==> src/rtl/pdm_pkg.sv <==
// Shared types and constants for the PDM-to-PCM voice front end.
package pdm_pkg;
    localparam int PCM_W     = 16;
    localparam int DECIM_DEF = 64;

    typedef logic signed [PCM_W-1:0] pcm_t;
    typedef logic [31:0]             ram_word_t;
endpackage

==> src/rtl/pdm_decim.sv <==
// Boxcar ones-count decimator: DECIM PDM bits in, one signed PCM sample out.
module pdm_decim
    import pdm_pkg::*;
#(
    parameter int DECIM = DECIM_DEF
) (
    input  logic clk,
    input  logic rst,
    input  logic count_en,
    input  logic micData,
    output pcm_t pcm,
    output logic pcm_valid,
    output logic close_now,
    output pcm_t pcm_now
);
    localparam int CW = $clog2(DECIM);

    logic [CW-1:0] r_bit_cnt;
    logic [CW:0]   r_ones_acc;
    logic [CW:0]   w_ones;
    logic          w_close;
    pcm_t          w_pcm;

    // The closing bit belongs to the window it closes.
    assign w_ones  = r_ones_acc + {{CW{1'b0}}, micData};
    assign w_close = count_en && (r_bit_cnt == CW'(DECIM - 1));
    assign w_pcm   = pcm_t'(PCM_W'(w_ones) - PCM_W'(DECIM / 2));

    assign close_now = w_close;
    assign pcm_now   = w_pcm;

    always_ff @(posedge clk or negedge rst) begin
        if (!rst) begin
            r_bit_cnt  <= '0;
            r_ones_acc <= '0;
            pcm        <= '0;
            pcm_valid  <= 1'b0;
        end else begin
            pcm_valid <= 1'b0;
            if (count_en) begin
                r_bit_cnt <= r_bit_cnt + CW'(1);
                if (w_close) begin
                    r_ones_acc <= '0;
                    pcm        <= w_pcm;
                    pcm_valid  <= 1'b1;
                end else begin
                    r_ones_acc <= w_ones;
                end
            end
        end
    end
endmodule

==> src/rtl/pdm_sample.sv <==
// PDM microphone front end: decimates to 16-bit PCM and packs sample pairs
// into 32-bit words with a single-cycle write strobe for the sample RAM.
module pdm_sample
    import pdm_pkg::*;
#(
    parameter int DECIM = DECIM_DEF
) (
    input  logic      clk,
    input  logic      rst,
    input  logic      count_en,
    input  logic      micData,
    output ram_word_t ram_data,
    output logic      ram_wr
);
    pcm_t      w_pcm_q;
    logic      w_pcm_valid;
    logic      w_close;
    pcm_t      w_pcm_now;

    logic      r_half;
    pcm_t      r_low_hold;
    ram_word_t r_ram_data;
    logic      r_ram_wr;

    pdm_decim #(.DECIM(DECIM)) u_decim (
        .clk       (clk),
        .rst       (rst),
        .count_en  (count_en),
        .micData   (micData),
        .pcm       (w_pcm_q),
        .pcm_valid (w_pcm_valid),
        .close_now (w_close),
        .pcm_now   (w_pcm_now)
    );

    // The older sample is latched from the registered decimator output; it
    // lands long before the next window closes. The newer sample is taken
    // combinationally so the write strobe follows the closing edge directly.
    always_ff @(posedge clk or negedge rst) begin
        if (!rst) begin
            r_half     <= 1'b0;
            r_low_hold <= '0;
            r_ram_data <= '0;
            r_ram_wr   <= 1'b0;
        end else begin
            r_ram_wr <= 1'b0;
            if (w_pcm_valid && r_half) begin
                r_low_hold <= w_pcm_q;
            end
            if (w_close) begin
                if (r_half) begin
                    r_ram_data <= {w_pcm_now, r_low_hold};
                    r_ram_wr   <= 1'b1;
                    r_half     <= 1'b0;
                end else begin
                    r_half <= 1'b1;
                end
            end
        end
    end

    assign ram_data = r_ram_data;
    assign ram_wr   = r_ram_wr;
endmodule

==> config.mk <==
export PLATFORM = sky130hd
export DESIGN_NAME = pdm_sample
export DESIGN_NICKNAME = d
export VERILOG_FILES = /design/src/rtl/pdm_pkg.sv /design/src/rtl/pdm_decim.sv /design/src/rtl/pdm_sample.sv
export SDC_FILE = /design/constraint.sdc
export NUM_CORES = 1
export LEC_CHECK = 0
export BUFFER_PORTS_ARGS = -buffer_cell sky130_fd_sc_hd__buf_2
export CORE_UTILIZATION = 25
export DETAILED_ROUTE_END_ITERATION = 16
export GPL_ROUTABILITY_DRIVEN = 1
export GPL_TIMING_DRIVEN = 0
export SYNTH_ARGS = -nofsm -noshare
export SYNTH_HDL_FRONTEND = slang
export SYNTH_SLANG_ARGS = --single-unit
==> constraint.sdc <==
create_clock -name clk -period 5.9 [get_ports clk]
set_clock_uncertainty 0.2 [all_clocks]
set_input_delay 1.18 -clock clk [delete_from_list [all_inputs] [get_ports clk]]
set_output_delay 1.18 -clock clk [all_outputs]
set_load 0.1 [all_outputs]
==> Word-level counts from Yosys, hierarchy flattened <==
Index checks and enable logic that the tools add are counted.
{ "word_totals": {"output_inout_bits": 33, "reg_bits": 80, "wordCells": 22, "input_bits": 4} }
{ "op_classes": {"n_eq_ne": 1, "n_reduce_logical": 4, "mux": 6, "addsub": 3} }
{ "op_table": {"columns": ["op", "count"], "rows": [
  ["$sub 7x6->8 const B", 1],
  ["$add 7x1->7", 1],
  ["$mux 7", 1],
  ["$add 6x1->6 const B", 1],
  ["$eq 6x6->1 const B", 1],
  ["$mux 1", 5],
  ["$reduce_and 2->1", 2],
  ["$logic_and 1x1->1", 2]
]} }

==> Logic depth before layout (Yosys ltp) <==
{ "depth": {"ltp_word": 4, "depth_mapped": 7, "depth_no_buf": 7} }

==> Cells and area by module <==
From an unflattened synthesis, not the netlist that was laid out.
{ "hier_totals": {"hier_cells": 215, "area_unflattened_um2": 2967.8} }
{ "modules_own_cells": {"columns": ["module", "seq_area_each_um2", "cells_per_inst", "area_per_inst_um2", "n_inst"], "rows": [
  ["pdm_sample", 1251.2, 106, 1861.8, 1],
  ["pdm_decim", 550.5, 109, 1106.1, 1]
]} }

==> Worst setup path after synthesis <==
OpenSTA, ideal clock, no wires.
{ "synth_timing": {"kind": "input-to-reg", "startpoint": "input micData", "endpoint": "register r_ram_data[22] (netlist: ram_data[22])", "t_required_ns": 5.604, "cell_stages": 7, "setup_slack_ns": 2.910, "arrival_time_ns": 2.694, "setup_time_ns": 0.096, "cell_sequence": "ha_1 -> ha_1 -> nand3_1 -> or3_1 -> and2_1 -> ha_1 -> o31ai_1"} }
{ "synth_between": {"elab_chain_cells": 2} }
{ "synth_rtl": {"columns": ["item", "line", "rtl"], "rows": [
  ["from (decl)", "pdm_sample.sv:11", "input logic micData,"],
  ["$add 7x1->7", "pdm_decim.sv:25", "assign w_ones = r_ones_acc + {{CW{1'b0}}, micData};"],
  ["$sub 7x6->8", "pdm_decim.sv:27", "assign w_pcm = pcm_t'(PCM_W'(w_ones) - PCM_W'(DECIM / 2));"],
  ["to (signal assigned)", "pdm_sample.sv:52", "r_ram_data <= {w_pcm_now, r_low_hold};"],
  ["to (decl)", "pdm_sample.sv:22", "ram_word_t r_ram_data;"]
]} }
Every way passes these cells.
A chain may end at the register's enable or synchronous reset.

==> Worst setup path after layout <==
Ends and elaborated chain as after synthesis.

==> flow_metrics.env <==
export IMPL_synth_nets=168
export IMPL_p_leak_uw=0.00130
export IMPL_vias_per_cell=4.23
export IMPL_hold_class="reg2reg"
export IMPL_grt_util_all_layers_pct=9.39
export IMPL_final_layout_size_suffix_gt1_share_pct=45.6
export IMPL_first_global_vias=1340
export IMPL_cts_tree="done"
export IMPL_synth_cell_area_sq_mm=0.00209
export IMPL_n_antenna_cell=0
export IMPL_synth_top_area_cell="dfrtp_1"
export IMPL_stdcell_count=309
export IMPL_ys_ff_latch=48
export IMPL_path_clk_slew_ns=0.08
export IMPL_vdd_ir_drop_worst_uv=95.4
export IMPL_dpl_cell_count=301
export IMPL_max_freq_mhz=334
export IMPL_core_area_sq_mm=0.00818
export IMPL_worstSetupStartpointType="input pin"
export IMPL_maxCapViolCount=0
export IMPL_ys_flop_type="dfrtp_1"
export IMPL_routed_wl_um=3690
export IMPL_grt_pass1_wl_um=6380
export IMPL_ant_nets=0
export IMPL_period_share_pct=50.7
export IMPL_slew_headroom_pct=29.9
export IMPL_cp_end_kind="register"
export IMPL_io_pins=37
export IMPL_finalSetupTns_ns=0
export IMPL_powerDensity_mw_per_mm2=299
export IMPL_crit_fanout=4
export IMPL_die_h_um=93.5
export IMPL_gp_congestion=0.825
export IMPL_start_util_pct=25.6
export IMPL_fill_cells=873
export IMPL_period_minus_slack_ns=2.99
export IMPL_area_delta_synth_final_pct=19.2
export IMPL_outcome="finished clean"
export IMPL_synth_top_cell_area_share_pct=57.3
export IMPL_drc=0
export IMPL_avgRoutedWirePerCell_um=12.0
export IMPL_hold_violations=0
export IMPL_post_cts_setup_buffers=0
export IMPL_die_w_um=93.5
export IMPL_grt_max_degree=49
export IMPL_seq_area_frac_synth_pct=57.3
export IMPL_cts_buffers=5
export IMPL_root_buffer="clkbuf_8"
export IMPL_worst_slew_pin_slew_ns=1.05
export IMPL_clock_latency_ns=0.29
export IMPL_ctsResizeCount=0
export IMPL_synth_distinct_cells=34
export IMPL_drt_first_iter_violations=49
export IMPL_synth_avg_cell_area_sq_um=13.1
export IMPL_core_rowCount=33
export IMPL_htreeDepth=2
export IMPL_cp_data_required_time_ns=5.91
export IMPL_io_buffers=36
export IMPL_holdWs_ns=0.299
export IMPL_synth_area_leaders="dfrtp_1 (57%), mux2_2 (13%), buf_4 (6.5%)"
export IMPL_synth_edf_count=0
export IMPL_dieArea_sq_mm=0.00875
export IMPL_rsz0062_at_grt="no"
export IMPL_hpwl_um=2670
export IMPL_synthCells=160
export IMPL_yosysWarnings=0
export IMPL_setup_viol=0
export IMPL_dr_total_vias=1307
export IMPL_async_flop_share_pct=100
export IMPL_cts_hold_buf=0
export IMPL_fin_nets=211
export IMPL_first_pass_iters=4
export IMPL_antenna_found_initial=0
export IMPL_overflow=0
export IMPL_report_final_slew_viol_count=0
export IMPL_cp_arrival_ns=3.00
export IMPL_clockBufferDepth=2
export IMPL_cts_sinks=48
export IMPL_worstSetupPathType="in2reg"
==> power by group <==
| part | internal (uW) | switching (uW) |
|---|---|---|
| sequential | 374 | 43.7 |
| clock | 95.7 | 103 |
| combinational | 61.5 | 69.3 |
==> state kept, by name, indices dropped and copies added (netlist names) <==
register / flops
ram_data: 16
r_low_hold: 8
u_decim.pcm: 8
u_decim.r_ones_acc: 7
u_decim.r_bit_cnt: 6
r_half: 1
ram_wr: 1
u_decim.pcm_valid: 1
==> per-layer routing <==
metal	wire [um]	GRT usage (%)	vias to the layer above
li1	-	-	632
met1	1760	12.1	639
met2	1720	15.3	30
met3	177	2.60	6
met4	33	2.69	0
met5	0	0	-
==> Yosys cell counts, drive strengths merged, types with 3 or more instances <==
cell	count
xor2	4
nor2	3
ha	4
nand3	4
buf	19
dfrtp	48
o2bb2ai	3
o21ai	11
xnor2	5
nand2	8
o31ai	3
mux2	27
==> cell type report <==
cell class | instances | area (sq um) | area share, %
clock buffers | 8 | 90.1 | 3.61
repair buffers | 36 | 180 | 7.22
inverters | 3 | 12.5 | 0.501
flip-flops and latches | 48 | 1200 | 48.1
plain buffers | 20 | 144 | 5.76
multi-input cells | 89 | 737 | 29.5
well taps | 105 | 131 | 5.26
==> placed cells by master, fill, tap and decap left out <==
cell,netlist,final
inv_1,2,2
nor3_1,2,2
or2_1,1,1
clkbuf_1,1,3
nor2b_1,1,1
buf_2,1,37
or3_1,1,1
mux2_4,3,3
nor2_1,2,2
nand3_1,4,4
o221ai_1,1,1
o22ai_1,1,1
o21ai_0,11,11
o21a_1,1,1
mux2_2,24,24
nand4_1,1,1
o41ai_1,1,1
nor2_2,1,1
or2_2,1,1
buf_4,18,18
o311a_1,1,1
dfrtp_1,48,48
xnor2_1,5,5
o2bb2ai_1,3,3
o2111ai_1,1,1
clkinv_2,1,1
nand2_1,8,8
a31o_2,1,1
o31ai_1,3,3
ha_1,4,4
nand2b_1,1,1
xor2_1,4,4
clkbuf_8,0,6
nand4_2,1,1
and2_1,1,1
==> metrics by stage <==
stage / util (%) / total power [uW] / worst slack, ns / cell area (sq um)
6_report: 30.5 / 748 / 2.91 / 2500
5_1_grt: 30.5 / 796 / 2.76 / 2500
4_1_cts: 30.5 / 758 / 2.91 / 2500
3_5_place_dp: 29.4 / 557 / 2.62 / 2410
3_3_place_gp: 29.4 / 550 / 2.64 / 2410
2_1_floorplan: - / 513 / 2.91 / 2090
==> cell families (layout without fill, tap and decap cells) <==
group | Yosys count | count (layout) | share of synthesized area (%)
flops | 48 | 48 | 57.3
mux | 27 | 27 | 15.1
simple gates | 25 | 25 | 6.21
compound gates | 24 | 24 | 7.77
buf+inv | 23 | 67 | 7.47
xor+xnor | 9 | 9 | 3.76
fa+ha+maj | 4 | 4 | 2.39
==> worst paths after layout <==
kind	start	to	slack, ns	depth (start not counted)
worst max-delay path	micData	ram_data[22]$_DFFE_PN0P_	2.91	8
worst min-delay path	u_decim.r_bit_cnt[5]$_DFFE_PN0P_	u_decim.r_bit_cnt[5]$_DFFE_PN0P_	0.30	1
worst max register to register	u_decim.r_ones_acc[0]$_DFFE_PN0P_	ram_data[22]$_DFFE_PN0P_	3.51	7
worst min register to register	u_decim.r_bit_cnt[5]$_DFFE_PN0P_	u_decim.r_bit_cnt[5]$_DFFE_PN0P_	0.30	1
max in group asynchronous	rst	r_low_hold[4]$_DFFE_PN0P_	3.98	1
min in group asynchronous	rst	u_decim.r_bit_cnt[0]$_DFFE_PN0P_	0.87	1
==> worst max-delay path, stage by stage <==
cell and delay (ns):
buf_2 0.09, ha_1 0.20, ha_1 0.26, nand3_1 0.18, or3_1 0.40, and2_1 0.17, ha_1 0.29, o31ai_1 0.23
Power figures use the tool's default switching activity.
